--- config.mk ---
export PLATFORM = sky130hd
export DESIGN_NAME = truth_table_scanner_flat
export DESIGN_NICKNAME = d
export VERILOG_FILES = /design/src/rtl/truth_table_scanner_pkg.sv /design/src/rtl/truth_table_scanner_if.sv /design/src/rtl/truth_table_scanner_timer.sv /design/src/rtl/truth_table_scanner.sv /design/src/flat_wrapper.sv
export SDC_FILE = /design/constraint.sdc
export NUM_CORES = 1
export LEC_CHECK = 0
export ABC_AREA = 1
export BUFFER_PORTS_ARGS = -buffer_cell sky130_fd_sc_hd__buf_4
export CAP_MARGIN = 20
export CORE_MARGIN = 5
export CORE_UTILIZATION = 49
export CTS_CLUSTER_DIAMETER = 80
export CTS_CLUSTER_SIZE = 12
export DETAILED_ROUTE_END_ITERATION = 16
export PLACE_DENSITY = 0.83
export SLEW_MARGIN = 20
export SYNTH_ARGS = -nofsm -noshare
export SYNTH_HDL_FRONTEND = slang
export SYNTH_SLANG_ARGS = --single-unit
export TNS_END_PERCENT = 100
--- constraint.sdc ---
create_clock -name clk -period 1.71 [get_ports clk]
set_clock_uncertainty 0.1 [all_clocks]
set_input_delay 0.342 -clock clk [delete_from_list [all_inputs] [get_ports clk]]
set_output_delay 0.342 -clock clk [all_outputs]
set_load 0.05 [all_outputs]
--- src/rtl/truth_table_scanner_pkg.sv ---
`default_nettype none
// ============================================================================
// Module      : truth_table_scanner_pkg
// Description : Shared constants and state encoding for the truth-table scanner.
// Revision    : 1.0 - initial release
// ============================================================================
package truth_table_scanner_pkg;

    localparam int c_N_VARS = 4;
    localparam int c_N_ROWS = 2 ** c_N_VARS;
    localparam int c_IDX_W  = c_N_VARS;
    localparam int c_CNT_W  = $clog2(c_N_ROWS + 1);

    typedef logic [1:0] state_t;

    localparam state_t c_ST_IDLE   = 2'd0;
    localparam state_t c_ST_SETTLE = 2'd1;
    localparam state_t c_ST_SAMPLE = 2'd2;
    localparam state_t c_ST_DONE   = 2'd3;

endpackage
`default_nettype wire

--- src/rtl/truth_table_scanner_if.sv ---
`default_nettype none
// ============================================================================
// Module      : truth_table_scanner_if
// Description : Control, stimulus and result bundle of the truth-table scanner.
// Revision    : 1.0 - initial release
// ============================================================================
interface truth_table_scanner_if;
    import truth_table_scanner_pkg::*;

    logic                 start;
    logic [c_N_ROWS-1:0]  expected;
    logic                 f_in;
    logic [c_IDX_W-1:0]   stim_out;
    logic                 busy;
    logic                 done;
    logic [c_N_ROWS-1:0]  table_out;
    logic                 pass;
    logic [c_CNT_W-1:0]   mismatch_cnt;
    logic [c_IDX_W-1:0]   first_err_idx;
    logic                 err_valid;

    modport master (
        output start, expected, f_in,
        input  stim_out, busy, done, table_out, pass,
               mismatch_cnt, first_err_idx, err_valid
    );

    modport slave (
        input  start, expected, f_in,
        output stim_out, busy, done, table_out, pass,
               mismatch_cnt, first_err_idx, err_valid
    );

endinterface
`default_nettype wire

--- src/rtl/truth_table_scanner_timer.sv ---
`default_nettype none
// ============================================================================
// Module      : scan_settle_timer
// Description : Loadable down-counter; expire is high while the count is zero.
// Revision    : 1.0 - initial release
// ============================================================================
module scan_settle_timer #(
    parameter int WIDTH = 1
) (
    input  wire logic             clk,
    input  wire logic             reset,
    input  wire logic             load,
    input  wire logic [WIDTH-1:0] load_value,
    input  wire logic             enable,
    output logic                  expire
);

    logic [WIDTH-1:0] r_count;

    always_ff @(posedge clk) begin
        if (reset) begin
            r_count <= '0;
        end else if (load) begin
            r_count <= load_value;
        end else if (enable && (r_count != '0)) begin
            r_count <= r_count - WIDTH'(1);
        end
    end

    assign expire = (r_count == '0);

endmodule
`default_nettype wire

--- src/rtl/truth_table_scanner.sv ---
`default_nettype none
// ============================================================================
// Module      : truth_table_scanner
// Description : Walks all input rows of a 4-input function, captures its truth
//               table and compares it against a latched expected mask.
// Revision    : 1.0 - initial release
// ============================================================================
module truth_table_scanner
    import truth_table_scanner_pkg::*;
#(
    parameter int N_VARS        = 4,
    parameter int SETTLE_CYCLES = 1
) (
    input  wire logic               clk,
    input  wire logic               reset,
    truth_table_scanner_if.slave    bus
);

    // Timer counts SETTLE_CYCLES-1 down to 0, giving SETTLE_CYCLES cycles per row.
    localparam int c_TMR_W = (SETTLE_CYCLES > 1) ? $clog2(SETTLE_CYCLES) : 1;
    localparam logic [c_TMR_W-1:0] c_TMR_LOAD = c_TMR_W'(SETTLE_CYCLES - 1);

    state_t                r_state,     w_state_nxt;
    logic [N_VARS-1:0]     r_idx,       w_idx_nxt;
    logic [c_N_ROWS-1:0]   r_expected,  w_expected_nxt;
    logic [c_N_ROWS-1:0]   r_table,     w_table_nxt;
    logic [c_CNT_W-1:0]    r_mismatch,  w_mismatch_nxt;
    logic [N_VARS-1:0]     r_first_err, w_first_err_nxt;
    logic                  r_err_valid, w_err_valid_nxt;
    logic                  w_tmr_load;
    logic                  w_tmr_en;
    logic                  w_tmr_expire;

    scan_settle_timer #(
        .WIDTH (c_TMR_W)
    ) u_settle_timer (
        .clk        (clk),
        .reset      (reset),
        .load       (w_tmr_load),
        .load_value (c_TMR_LOAD),
        .enable     (w_tmr_en),
        .expire     (w_tmr_expire)
    );

    always_ff @(posedge clk) begin
        if (reset) begin
            r_state     <= c_ST_IDLE;
            r_idx       <= '0;
            r_expected  <= '0;
            r_table     <= '0;
            r_mismatch  <= '0;
            r_first_err <= '0;
            r_err_valid <= 1'b0;
        end else begin
            r_state     <= w_state_nxt;
            r_idx       <= w_idx_nxt;
            r_expected  <= w_expected_nxt;
            r_table     <= w_table_nxt;
            r_mismatch  <= w_mismatch_nxt;
            r_first_err <= w_first_err_nxt;
            r_err_valid <= w_err_valid_nxt;
        end
    end

    always_comb begin
        w_state_nxt     = r_state;
        w_idx_nxt       = r_idx;
        w_expected_nxt  = r_expected;
        w_table_nxt     = r_table;
        w_mismatch_nxt  = r_mismatch;
        w_first_err_nxt = r_first_err;
        w_err_valid_nxt = r_err_valid;
        w_tmr_load      = 1'b0;
        w_tmr_en        = 1'b0;

        case (r_state)
            c_ST_IDLE, c_ST_DONE: begin
                if (bus.start) begin
                    w_expected_nxt  = bus.expected;
                    w_table_nxt     = '0;
                    w_mismatch_nxt  = '0;
                    w_first_err_nxt = '0;
                    w_err_valid_nxt = 1'b0;
                    w_idx_nxt       = '0;
                    w_tmr_load      = 1'b1;
                    w_state_nxt     = c_ST_SETTLE;
                end
            end
            c_ST_SETTLE: begin
                w_tmr_en = 1'b1;
                if (w_tmr_expire) begin
                    w_state_nxt = c_ST_SAMPLE;
                end
            end
            c_ST_SAMPLE: begin
                w_table_nxt[r_idx] = bus.f_in;
                if (bus.f_in != r_expected[r_idx]) begin
                    w_mismatch_nxt = r_mismatch + c_CNT_W'(1);
                    if (!r_err_valid) begin
                        w_first_err_nxt = r_idx;
                        w_err_valid_nxt = 1'b1;
                    end
                end
                if (r_idx == N_VARS'(c_N_ROWS - 1)) begin
                    w_state_nxt = c_ST_DONE;
                end else begin
                    w_idx_nxt   = r_idx + N_VARS'(1);
                    w_tmr_load  = 1'b1;
                    w_state_nxt = c_ST_SETTLE;
                end
            end
            default: begin
                w_state_nxt = c_ST_IDLE;
            end
        endcase
    end

    assign bus.busy          = (r_state == c_ST_SETTLE) || (r_state == c_ST_SAMPLE);
    assign bus.done          = (r_state == c_ST_DONE);
    assign bus.stim_out      = (r_state == c_ST_IDLE) ? '0 : r_idx;
    assign bus.table_out     = r_table;
    assign bus.mismatch_cnt  = r_mismatch;
    assign bus.first_err_idx = r_first_err;
    assign bus.err_valid     = r_err_valid;
    assign bus.pass          = (r_state == c_ST_DONE) && (r_mismatch == '0);

endmodule
`default_nettype wire

--- src/flat_wrapper.sv ---
// flat-port wrapper written by rule: the top's interface ports become plain ports
module truth_table_scanner_flat import truth_table_scanner_pkg::*;
#(
    parameter int N_VARS        = 4,
    parameter int SETTLE_CYCLES = 1
)
  (clk, reset, bus_start, bus_expected, bus_f_in, bus_stim_out, bus_busy, bus_done, bus_table_out, bus_pass, bus_mismatch_cnt, bus_first_err_idx, bus_err_valid);
  truth_table_scanner_if bus_i ();
  input  wire logic clk;
  input  wire logic reset;
  input wire logic [$bits(bus_i.start)-1:0] bus_start;
  input wire logic [$bits(bus_i.expected)-1:0] bus_expected;
  input wire logic [$bits(bus_i.f_in)-1:0] bus_f_in;
  output wire logic [$bits(bus_i.stim_out)-1:0] bus_stim_out;
  output wire logic [$bits(bus_i.busy)-1:0] bus_busy;
  output wire logic [$bits(bus_i.done)-1:0] bus_done;
  output wire logic [$bits(bus_i.table_out)-1:0] bus_table_out;
  output wire logic [$bits(bus_i.pass)-1:0] bus_pass;
  output wire logic [$bits(bus_i.mismatch_cnt)-1:0] bus_mismatch_cnt;
  output wire logic [$bits(bus_i.first_err_idx)-1:0] bus_first_err_idx;
  output wire logic [$bits(bus_i.err_valid)-1:0] bus_err_valid;
  assign bus_i.start = bus_start;
  assign bus_i.expected = bus_expected;
  assign bus_i.f_in = bus_f_in;
  assign bus_stim_out = bus_i.stim_out;
  assign bus_busy = bus_i.busy;
  assign bus_done = bus_i.done;
  assign bus_table_out = bus_i.table_out;
  assign bus_pass = bus_i.pass;
  assign bus_mismatch_cnt = bus_i.mismatch_cnt;
  assign bus_first_err_idx = bus_i.first_err_idx;
  assign bus_err_valid = bus_i.err_valid;
  truth_table_scanner #(.N_VARS(N_VARS), .SETTLE_CYCLES(SETTLE_CYCLES)) u_core (.clk(clk), .reset(reset), .bus(bus_i));
endmodule
## After elaboration in Yosys (flattened, before gate mapping)

Cells that the tools add are included.
W data, S select, Z words.

| operators by class | value |
|---|---|
| add/subtract/negate cells | 3 |
| $lt $le $gt $ge | 2 |
| eq/ne operators | 10 |
| multiplexer cells | 28 |
| reductions and logical operators | 15 |

Operator list:

| cell | count |
|---|---|
| $pmux W16 S2 | 1 |
| $mux W4 | 5 |
| $bwmux W16 | 1 |
| $mux W16 | 1 |
| $pmux W4 S2 | 2 |
| $mux W5 | 2 |
| $pmux W5 S2 | 1 |
| $ne A2 B2 Y1 const B | 4 |
| $mux W1 | 7 |
| $mux W2 | 3 |
| $pmux W2 S3 | 1 |
| $reduce_and A2 Y1 | 3 |
| $reduce_and A3 Y1 | 2 |
| $add A5 B1 Y5 const B | 1 |
| $logic_not A5 Y1 | 1 |
| $lt A4 B5 Y1 const B | 1 |
| $add A4 B1 Y4 const B | 1 |
| $bmux W1 S4 | 1 |
| $demux W1 S4 | 1 |
| $eq A2 B2 Y1 const B | 2 |
| $eq A4 B4 Y1 const B | 1 |
| $ge A4 B1 Y1 const B | 1 |
| $pmux W1 S2 | 2 |
| $reduce_and A4 Y1 | 1 |
| 9 further kinds | 12 |

| storage, ports and cells | value |
|---|---|
| flip-flop bits (word level) | 49 |
| bits of input ports | 20 |
| word-level logic and storage cells | 66 |

## Longest topological paths before layout

| depth | value |
|---|---|
| word-level depth | 6 |
| depth in mapped cells | 14 |

## Modules after synthesis

From an unflattened synthesis, not the netlist that was laid out.

| second synthesis, totals | value |
|---|---|
| cells, all modules | 373 |
| area total of the unflattened synthesis | 2561.2 um^2 |

By module, submodules not included:

| module | times used | cells an instance | area each (um^2) |
|---|---|---|---|
| truth_table_scanner | 1 | 364 | 2509.9 |
| scan_settle_timer | 1 | 9 | 51.3 |

## Least setup slack after synthesis

No wires, ideal clock.

| path | value |
|---|---|
| path kind | register -> output |
| start point | register u_core.r_state[0] |
| end point | output port bus_pass |
| arrival | 2.421 ns |
| path slack | -1.153 ns |
| cell stages (with the launch flop) | 4 |
| cell sequence | dfxtp_1 ha_1 nand2_1 nor4_1 |

| on the way | value |
|---|---|
| longest elaborated chain between the ends | 2 |

RTL lines:

| element | RTL line | source |
|---|---|---|
| from (decl) | truth_table_scanner.sv:23 | `state_t r_state, w_state_nxt;` |
| from (signal assigned) | truth_table_scanner.sv:47 | `r_state <= c_ST_IDLE;` |
| from (signal assigned) | truth_table_scanner.sv:55 | `r_state <= w_state_nxt;` |
| $eq A2 B2 Y1 | -- |  |
| via bus_done | flat_wrapper.sv:16 | `output wire logic [$bits(bus_i.done)-1:0] bus_done;` |
| $logic_and A1 B1 Y1 | truth_table_scanner.sv:125 | `assign bus.pass = (r_state == c_ST_DONE) && (r_mismatch == '0);` |
| to (decl) | flat_wrapper.sv:18 | `output wire logic [$bits(bus_i.pass)-1:0] bus_pass;` |

The timed path passes the listed nets, and every way through them passes these cells.

## Worst setup path in the final report

| path | value |
|---|---|
| start point | register u_core.r_state[0] |
| end point | output port bus_pass |

| on the way | value |
|---|---|
| longest elaborated chain between the ends | 2 |

RTL lines:

| element | RTL line |
|---|---|
| $eq A2 B2 Y1 | truth_table_scanner.sv:125 |
| $logic_and A1 B1 Y1 | truth_table_scanner.sv:125 |

No other way between the ends.

==> metrics.md <==
| Metric | Value |
|---|---|
| Max Cap Violations | `0` |
| Drc violations | `0` |
| Fraction of layout cells with a size suffix above 1 | `about two fifths` |
| Yosys top cell by area | `dfxtp_1` |
| FF/Latch Area | `1000 µm²` |
| DP Cell Count | `490` |
| FILL cells | `roughly 380` |
| Clk_lat worst skew | `about 300 ps` |
| H-tree levels | `2` |
| CTS Sinks | `a little under 50` |
| Synth top area share | `between 30 and 40%` |
| CP endpoint kind | `primary output` |
| Largest family of logic cells by synthesized area | `simple AND/OR/NAND/NOR gates` |
| Worst-path clk slew | `about 90 ps` |
| Final setup vio count | `4` |
| R2R depth | `9` |
| Area Growth Syn to Fin | `43.7%` |
| Multi-input logic area | `around 1500 µm²` |
| Synth Register Bits | `49` |
| Overflow left after global routing | `0` |
| Post-synth top cells | `61 x nand2_1, 49 x dfxtp_1, 41 x inv_1, 39 x nand3_1, 30 x a21oi_1` |
| Slew @ Worst Pin | `364 ps` |
| Worst vdd ir | `0.000516 V` |
| Tmin final | `roughly 1800 ps` |
| Xor/xnor share of the synthesized area | `under 10%` |
| EDFF count, synth | `0` |
| Mapped Avg Cell Area | `approximately 7.3 µm²` |
| Met3 routed WL | `~400 µm` |
| Syn_nets | `between 300 and 400` |
| Avg WL per Cell | `approximately 15 µm` |
| WHS | `approximately 220 ps` |
| Hold Buf Count CTS | `0` |
| CP Data Arrival Time | `roughly 1300 ps` |
| Final std cells w/o fill | `about 500` |
| Pwr Total | `2.65 mW` |
| Setup ws final | `-44.4 ps` |
| Metal1 wirelength | `3020 µm` |
| DIE AREA | `around 6700 µm²` |
| Starting density of the core | `50.0%` |
| Met2 routed WL | `3700 µm` |
| Crit share post-route | `103%` |
| Seq/Total Area, Yosys | `about two fifths` |
| Clock root cell | `clkbuf_8` |
| Cell Pwr Density | `around 730 nW/µm²` |
| Placed Area | `between 3000 and 4000 µm²` |
| Synth Area in Compound Gates | `between 10% and 20%` |
| Layout Nets | `463` |
| Io pins | `53` |
| Sum Neg Setup Slack | `-114 ps` |
| Synth Warn # | `0` |
| CP cell instances | `buf_6, ha_4, nand2_2, nor4_4, buf_6` |
| Pin count of the biggest net entering global routing | `29` |
| Status | `finished with violations` |
| Count leader, synth | `nand2_1` |
| Mux share of post-synthesis cell area | `0%` |
| Initial antenna violation count | `0` |
| Vias | `between 2,000 and 3,000` |
| Synth Area in Adders | `around 5.5%` |
| WL final | `7300 µm` |
| Leakage power | `1.54 nW` |
| Worst hold path type | `input pin to flip-flop` |
| Max Clock Freq | `between 0.5 and 0.6 GHz` |
| Worst path most repeated cell | `buf_6` |
| HPWL after DPL | `4740 µm` |
| Placer Congestion | `between 0.9 and 1` |
| Overall Global Routing Usage | `between 20% and 30%` |
| Row cnt | `26` |
| Die Y | `81.8 µm` |
| Antenna Nets Post-Route | `0` |
| WS Path Type | `flip-flop to primary output` |
| Pins Over Slew Limit | `0` |
| 1st-pass router iterations | `5` |
| Final hold violation count | `0` |
| Number of port buffers | `52` |
| Yosys cell types | `34` |
| Via density | `around 5.2` |
| Post-Syn Instances | `347` |
| CTS tree | `done` |
| Relative slew slack | `roughly three quarters` |
| Top cells by area, synth | `dfxtp_1 39%, nand2_1 9.1%, nand3_1 7.7%` |
| Mapped Area | `roughly 2500 µm²` |
| First-pass GRT wire length | `11,000 µm` |
| Chip Width | `81.8 µm` |
| Core Area | `roughly 5000 µm²` |
| Worst Path Max Fanout | `2` |
| DRT iter0 DRCs | `215` |
| Violated checks | `setup timing` |
| Post-synthesis async set-or-reset flop share | `0%` |
| RSZ-0062 raised after global routing | `true` |
| Main synth FF type | `dfxtp_1` |
| Crit-path slowest cell | `dfxtp_4` |
| Worst hold path cell count | `3` |
| Final std cell area, no fill | `~3600 µm²` |
| TritonCTS Buffers | `5` |
| Ant diodes | `0` |
| Vias in the first global route | `2,386` |
| Top sig layer | `met4` |
| CP peak stage delay | `~380 ps` |
| Worst path required time | `around 1300 ps` |
| Synth Area in Simple Gates | `around 29%` |
| CTS Buffer Depth | `2` |
| CP startpoint kind | `flip-flop` |
-- what timing repair did --
action	CTS	global route
endpoints found under the hold margin	0	0
gates resized for setup	10	52
pin swaps	3	29
buffers inserted	2	3
setup endpoints to repair	16	33
-- routing by layer --
metal	vias to the layer above	global-route usage, %
li1	1300	-
met1	1222	26.9
met3	19	3.95
met2	89	35.7
met5	-	0
met4	0	5.81
-- final cells by class --
cell class	count	share of cell area, %
clock buffers	6	2.59
multi-input cells	238	41.8
well taps	70	2.42
repair buffers	92	20.4
flip-flops and latches	49	27.6
inverters	46	4.97
clock inverters	1	0.138
-- cells in the final DEF (no fill, tap or decap), types with 2 or more instances in the layout --
cell | synthesis | final
xor2_1 | 2 | 2
o22ai_1 | 4 | 4
dfxtp_1 | 49 | 41
ha_1 | 11 | 8
nand2_1 | 61 | 46
a311oi_1 | 2 | 2
nand2_2 | 8 | 21
buf_4 | 2 | 81
dfxtp_2 | 0 | 4
a21oi_2 | 6 | 5
buf_6 | 0 | 10
and3_1 | 2 | 2
dfxtp_4 | 0 | 4
a21oi_1 | 30 | 30
nor2_4 | 1 | 5
inv_1 | 41 | 36
o21ai_0 | 25 | 24
inv_2 | 4 | 7
nand3b_1 | 4 | 4
nor2_2 | 4 | 8
nand2_4 | 2 | 4
nand3_2 | 1 | 7
a22oi_1 | 2 | 2
nor2_1 | 24 | 16
clkbuf_8 | 0 | 5
ha_4 | 0 | 3
nand3_1 | 39 | 33
-- worst paths after layout --
check,start,slack [ps],endpoint
worst max register to register,u_core.r_state[0]$_SDFFE_PP0P_,-30,u_core.r_idx[3]$_SDFFE_PP0P_
worst max-delay path,u_core.r_state[0]$_SDFFE_PP0P_,-40,bus_pass
worst min register to register,u_core.r_expected[10]$_SDFFE_PP0P_,360,u_core.r_expected[10]$_SDFFE_PP0P_
worst min-delay path,bus_expected[14],220,u_core.r_expected[14]$_SDFFE_PP0P_
-- cell families after synthesis --
group / after synthesis
AO/OA/AOI/OAI: 72
adder cells (fa/ha/maj): 11
flip-flops: 49
XOR/XNOR: 3
buffers and inverters: 60
AND/OR/NAND/NOR: 152
-- per-stage QoR --
| stage | util, % | setup WS [ps] |
|---|---|---|
| CTS | 68.0 | -39.5 |
| floorplan | - | -92.6 |
| finish | 71.9 | -44.4 |
| detailed placement | 65.2 | -27.6 |
| global route | 71.9 | -146 |
| global placement | 65.2 | 15.6 |
-- where the power goes --
group / internal [mW] / switching, mW
logic: 0.274 / 0.419
clock network: 0.367 / 0.384
registers: 1.19 / 0.0209
total: 1.83 / 0.824
-- registers in the layout, summed over array words and instances, names as in the netlist --
register and count:
u_core.bus.table_out 16, u_core.r_expected 16, u_core.bus.mismatch_cnt 5, u_core.bus.first_err_idx 4, u_core.r_idx 4, u_core.r_state 2
u_core.bus.err_valid 1, u_core.u_settle_timer.r_count 1
-- worst max-delay path: cells and delay by family (launching register included) --
family / cells / cell delay [ps]
buffers and inverters: 2 / 300
adders and majority gates: 1 / 130
DFF: 1 / 380
and+or+nand+nor: 2 / 210
Power figures use the tool's default switching activity.
